==> config.mk <==
export PLATFORM = sky130hd
export DESIGN_NAME = m_ext_seq
export DESIGN_NICKNAME = d
export VERILOG_FILES = /design/src/rtl/m_ext_seq.sv
export SDC_FILE = /design/constraint.sdc
export NUM_CORES = 1
export LEC_CHECK = 0
export CORE_UTILIZATION = 30
export CTS_CLUSTER_SIZE = 30
export DETAILED_ROUTE_END_ITERATION = 10
export SLEW_MARGIN = 25
export SYNTH_ARGS = -nofsm -noshare
export SYNTH_HDL_FRONTEND = slang
export SYNTH_SLANG_ARGS = --single-unit
==> constraint.sdc <==
create_clock -name clk -period 8.4 [get_ports clk]
set_input_delay 1.68 -clock clk [delete_from_list [all_inputs] [get_ports clk]]
set_output_delay 1.68 -clock clk [all_outputs]
set_load 0.02 [all_outputs]
==> src/rtl/m_ext_seq.sv <==
// Sequential RV M-extension unit: shared shift/add-subtract datapath,
// XLEN iterations per op, valid/ready on both sides.
module m_ext_seq #(
    parameter int XLEN = 32
) (
    input  logic            clk,
    input  logic            rst,
    input  logic            in_valid,
    output logic            in_ready,
    input  logic [2:0]      funct3,
    input  logic [XLEN-1:0] a,
    input  logic [XLEN-1:0] b,
    input  logic            flush,
    output logic            out_valid,
    input  logic            out_ready,
    output logic [XLEN-1:0] res,
    output logic [XLEN-1:0] hi,
    output logic [XLEN-1:0] lo
);
    localparam int CNT_W = $clog2(XLEN) + 1;
    localparam logic [XLEN-1:0] SMIN = {1'b1, {(XLEN-1){1'b0}}};
    localparam logic [CNT_W-1:0] CNT_LAST = CNT_W'(XLEN - 1);

    typedef enum logic [1:0] {IDLE, CALC, FIX, DONE} state_e;

    state_e           state_q, state_d;
    logic [CNT_W-1:0] cnt_q, cnt_d;
    logic [2:0]       f3_q, f3_d;
    logic [XLEN-1:0]  hi_q, hi_d;
    logic [XLEN-1:0]  lo_q, lo_d;
    logic [XLEN-1:0]  dv_q, dv_d;
    logic             neg_lo_q, neg_lo_d;
    logic             neg_hi_q, neg_hi_d;

    logic            is_div, sgn_a_en, sgn_b_en, neg_a, neg_b;
    logic            div_zero, div_ovf;
    logic [XLEN-1:0] mag_a, mag_b;

    assign is_div   = funct3[2];
    assign sgn_a_en = is_div ? ~funct3[0] : (funct3[1:0] != 2'b11);
    assign sgn_b_en = is_div ? ~funct3[0] : ~funct3[1];
    assign neg_a    = sgn_a_en & a[XLEN-1];
    assign neg_b    = sgn_b_en & b[XLEN-1];
    assign mag_a    = neg_a ? -a : a;
    assign mag_b    = neg_b ? -b : b;
    assign div_zero = is_div & (b == '0);
    assign div_ovf  = is_div & ~funct3[0] & (a == SMIN) & (b == '1);

    // One adder serves both: mul adds the multiplicand, div subtracts the divisor.
    logic [XLEN:0]     add_x, add_y, sum;
    logic [2*XLEN-1:0] prod_n;
    logic [XLEN-1:0]   hi_n;

    assign add_x  = f3_q[2] ? {hi_q, lo_q[XLEN-1]} : {1'b0, hi_q};
    assign add_y  = f3_q[2] ? ~{1'b0, dv_q}
                            : (lo_q[0] ? {1'b0, dv_q} : '0);
    assign sum    = add_x + add_y + {{XLEN{1'b0}}, f3_q[2]};
    assign prod_n = -{hi_q, lo_q};
    assign hi_n   = -hi_q;

    always_comb begin
        state_d  = state_q;
        cnt_d    = cnt_q;
        f3_d     = f3_q;
        hi_d     = hi_q;
        lo_d     = lo_q;
        dv_d     = dv_q;
        neg_lo_d = neg_lo_q;
        neg_hi_d = neg_hi_q;
        unique case (state_q)
            IDLE: begin
                if (in_valid) begin
                    f3_d     = funct3;
                    cnt_d    = '0;
                    neg_lo_d = neg_a ^ neg_b;
                    neg_hi_d = is_div ? neg_a : (neg_a ^ neg_b);
                    hi_d     = '0;
                    if (div_zero) begin
                        hi_d    = a;
                        lo_d    = '1;
                        state_d = DONE;
                    end else if (div_ovf) begin
                        lo_d    = a;
                        state_d = DONE;
                    end else if (is_div) begin
                        lo_d    = mag_a;
                        dv_d    = mag_b;
                        state_d = CALC;
                    end else begin
                        lo_d    = mag_b;
                        dv_d    = mag_a;
                        state_d = CALC;
                    end
                end
            end
            CALC: begin
                if (f3_q[2]) begin
                    hi_d = sum[XLEN] ? add_x[XLEN-1:0] : sum[XLEN-1:0];
                    lo_d = {lo_q[XLEN-2:0], ~sum[XLEN]};
                end else begin
                    hi_d = sum[XLEN:1];
                    lo_d = {sum[0], lo_q[XLEN-1:1]};
                end
                if (cnt_q == CNT_LAST) begin
                    cnt_d   = '0;
                    state_d = FIX;
                end else begin
                    cnt_d = cnt_q + 1'b1;
                end
            end
            FIX: begin
                if (!f3_q[2]) begin
                    if (neg_lo_q) {hi_d, lo_d} = prod_n;
                end else begin
                    if (neg_lo_q) lo_d = prod_n[XLEN-1:0];
                    if (neg_hi_q) hi_d = hi_n;
                end
                state_d = DONE;
            end
            DONE: begin
                if (out_ready) state_d = IDLE;
            end
            default: state_d = IDLE;
        endcase
        if (flush && state_q != IDLE) begin
            state_d = IDLE;
            cnt_d   = '0;
        end
    end

    always_ff @(posedge clk or posedge rst) begin
        if (rst) begin
            state_q  <= IDLE;
            cnt_q    <= '0;
            f3_q     <= '0;
            hi_q     <= '0;
            lo_q     <= '0;
            dv_q     <= '0;
            neg_lo_q <= 1'b0;
            neg_hi_q <= 1'b0;
        end else begin
            state_q  <= state_d;
            cnt_q    <= cnt_d;
            f3_q     <= f3_d;
            hi_q     <= hi_d;
            lo_q     <= lo_d;
            dv_q     <= dv_d;
            neg_lo_q <= neg_lo_d;
            neg_hi_q <= neg_hi_d;
        end
    end

    // Partial sums stay internal; outputs only show a finished result.
    assign in_ready  = (state_q == IDLE);
    assign out_valid = (state_q == DONE);
    assign hi        = out_valid ? hi_q : '0;
    assign lo        = out_valid ? lo_q : '0;
    assign res       = (f3_q == 3'b000 || f3_q[2:1] == 2'b10) ? lo : hi;

endmodule

==> metrics <==
PD cells 458 nW/um2; maximum VDD drop 221 uV; Rows 76; Initial Util 0.303; CTS max path bufs 2; FF-to-FF End hi_q[26]$_DFFE_PP0P_; max_cap viols 0; Critical Path Source Type input pin; Residual DRC 0; Area growth, synth to finish 18.4%; die height 210 um; WP data arrival 6.29 ns; largest net degree at the start of global routing 92; critical path's slowest cell or2_2; FF-to-FF path depth 12; post-route clock period utilization 0.717; Fillers 4,610; CP dominant cell by count nor2_1; fin. max-slew vios 0; Min Hold Slack 0.492 ns; routed vias 14.2k; Hold Path End cnt_q[5]$_DFFE_PP0P_; Setup crit start a[4]; Setup violations, final 0; leakage 5.97 nW; nets 1,962; setup TNS 0 ns; Ports 170; Max-slew headroom 0.285; Synthesized Nets 1,906; Seq/Total Area, Yosys 0.209; FF+latch count, synth 109; Synth Instances 1,790; outcome completed; post-layout util 0.359; post-CTS setup buffers 0; Die Width 210 um; CTS tree done; Least-Margin Pin Slew 1.07 ns; initial antenna violation count 1; final WL 56,000 um; CP required 8.66 ns; Avg WL per Cell 23.0 um; vias in the first global route 12.8k; f_max 166 MHz; total power 0.00708 W; Final ANT Viol Nets 0; critical path cell sequence clkdlybuf4s50_1 > or4_1 > nor4_2 > nand4b_1 > nor2_1 > nand4_1 > nand2b_1 > or2_2 > nor2_1 > a221o_1; Clock Latency Late Sink 0.39 ns; worst hold path type reg -> reg; Mean Syn Cell Area 7.28 um2; Die ar. 44,300 um2; share of layout cells above drive strength 1 0.0918; DRT Pass-1 Iters 5; GRT Residual Overflow 0; yosys warns 0; Yosys cell types 73; ANT cells 0; Mapped Area 13,000 um2; RSZ-0062 raised after global routing no; reg-to-reg setup timing slack 2.58 ns; CTS Sinks 109; H-tree Lvls 3; kind of critical path in -> reg; clock tree root driver cell clkbuf_16; Synth async-reset ratio 1.00; clk slew on worst S/H paths 0.08 ns; reg2reg start f3_q[2]$_DFFE_PP0P_; Crit path max-delay family simple AND/OR/NAND/NOR gates; first-pass GRT wire length 83,400 um; cts repair resizes 0; Hold Buf Count CTS 0; Critical Path Fanout Max 62; final hold violations 0; Tmin final 6.02 ns; EDFF count, synth 0; Critical Path Sink Type flop; total global-route track usage 0.249; I/O Buffers 169; initial drt markers 1,706; Post-synth top flop dfrtp_1; Min-Delay Startpoint cnt_q[5]$_DFFE_PP0P_; WHS Path Cells 1; DP HPWL 43,200 um; core area 43,000 um2; delay of the slowest critical-path stage 0.78 ns; total CTS buffers 9; Via density 5.84; GPL Wtd Cong 0.982; skew final 0.0138 ns; buffers plus inverters on the worst setup path 1
-- cell usage in the layout (no fill, tap or decap), types with 18 or more instances in the layout --
cell	count
mux2i_1	36
o21ai_0	168
nor2_1	142
nand4_1	21
ha_1	40
mux2_2	98
nand3_1	20
nor3_1	56
nor4_1	18
inv_1	29
nand2_1	245
clkdlybuf4s50_1	168
a21oi_1	149
a221oi_1	27
buf_4	20
o211ai_1	19
and2_1	74
dfrtp_1	108
a211oi_1	25
xor2_1	55
a31oi_1	19
a21o_1	22
xnor2_1	63
-- synth_stat cells, types with 7 or more instances --
master    instances  area share
buf_1             8      0.0023
nor4_1           18      0.0086
or2_2            11      0.0053
or4_1            15      0.0086
nand2b_1         13      0.0062
or3_1            15      0.0072
a21oi_1         150       0.058
a221oi_1         27       0.018
dfrtp_1         109        0.21
buf_2            20      0.0077
o31ai_1          15      0.0086
and2_1           74       0.036
nand2_1         245       0.071
mux2i_1          36       0.028
o41ai_1           8      0.0054
nor2_1          144       0.041
o21a_1            7      0.0040
and3_1            8      0.0038
xor2_1           56       0.038
nand3b_1          8      0.0046
mux2_2           98       0.085
o211ai_1         19       0.011
nor3_1           56       0.022
a211oi_1         25       0.014
inv_1            30      0.0086
nand4_1          21       0.010
xnor2_1          63       0.042
a211o_1           7      0.0047
clkbuf_1        117       0.034
nand3_1          20      0.0077
a22oi_1          13      0.0075
o21ai_0         168       0.065
a31oi_1          19      0.0091
a21o_1           22       0.013
ha_1             42       0.040
-- state kept, by name, indices dropped and copies added (netlist names) --
register,flops
cnt_q,6
dv_q,32
f3_q,3
hi_q,32
lo_q,32
neg_hi_q,1
neg_lo_q,1
state_q,2
-- metrics by stage --
step                instance area [um2]  setup slack [ns]  std cells
floorplan                         13000              3.55       1790
CTS                               15400              2.47       2435
finish                            15400              2.38       2436
detailed placement                15100              2.07       2419
global route                      15400              2.13       2436
global placement                  15100              2.18       2419
-- cells by family after synthesis --
logic type / synth area share
multiplexers: 0.112
AO/OA/AOI/OAI: 0.253
AND/OR/NAND/NOR: 0.249
adder cells (fa/ha/maj): 0.0434
buffers and inverters: 0.0529
flip-flops: 0.209
XOR/XNOR: 0.0800
-- final cells by class --
cell class	count	area (um2)	share of cell area
Tap cell	585	732	0.0474
Multi-Input combinational cell	1504	9670	0.626
Clock buffer	10	239	0.0155
Inverter	32	123	0.00794
Timing Repair Buffer	190	1860	0.121
Sequential cell	109	2730	0.177
Clock inverter	6	77.6	0.00502
-- report_power, final --
part	internal [W]	switching, W	leakage, nW
sequential	0.000786	0.000512	1.35
combinational	0.00205	0.00325	4.46
clock	0.000246	0.000234	0.153
-- metal layers --
metal | share of wire | track usage | vias to the layer above
li1 | - | - | 6560
met2 | 0.42 | 0.361 | 743
met5 | 0.00021 | 0 | -
met4 | 0.030 | 0.0780 | 2
met3 | 0.098 | 0.0517 | 78
met1 | 0.45 | 0.365 | 6832
-- worst register-to-register path, delay by kind of cell (launching register included) --
| kind | cells | cell delay, ns |
|---|---|---|
| buffers and inverters | 1 | 0.78 |
| DFF | 1 | 0.77 |
| AOI/OAI and AO/OA | 8 | 2.47 |
| adders and majority gates | 1 | 0.55 |
| xor gates and xnor gates | 1 | 0.71 |
| muxes | 1 | 0.43 |
-- worst max path at each step --
stage	endpoint	slack (ns)	cells after the start
5_1_grt	dv_q[27]$_DFFE_PP0P_	2.13	10
3_3_place_gp	dv_q[27]$_DFFE_PP0P_	2.18	10
2_1_floorplan	hi_q[24]$_DFFE_PP0P_	3.55	17
3_5_place_dp	dv_q[27]$_DFFE_PP0P_	2.07	10
4_1_cts	dv_q[27]$_DFFE_PP0P_	2.47	10
6_report	dv_q[27]$_DFFE_PP0P_	2.38	10
Power figures use the tool's default switching activity.
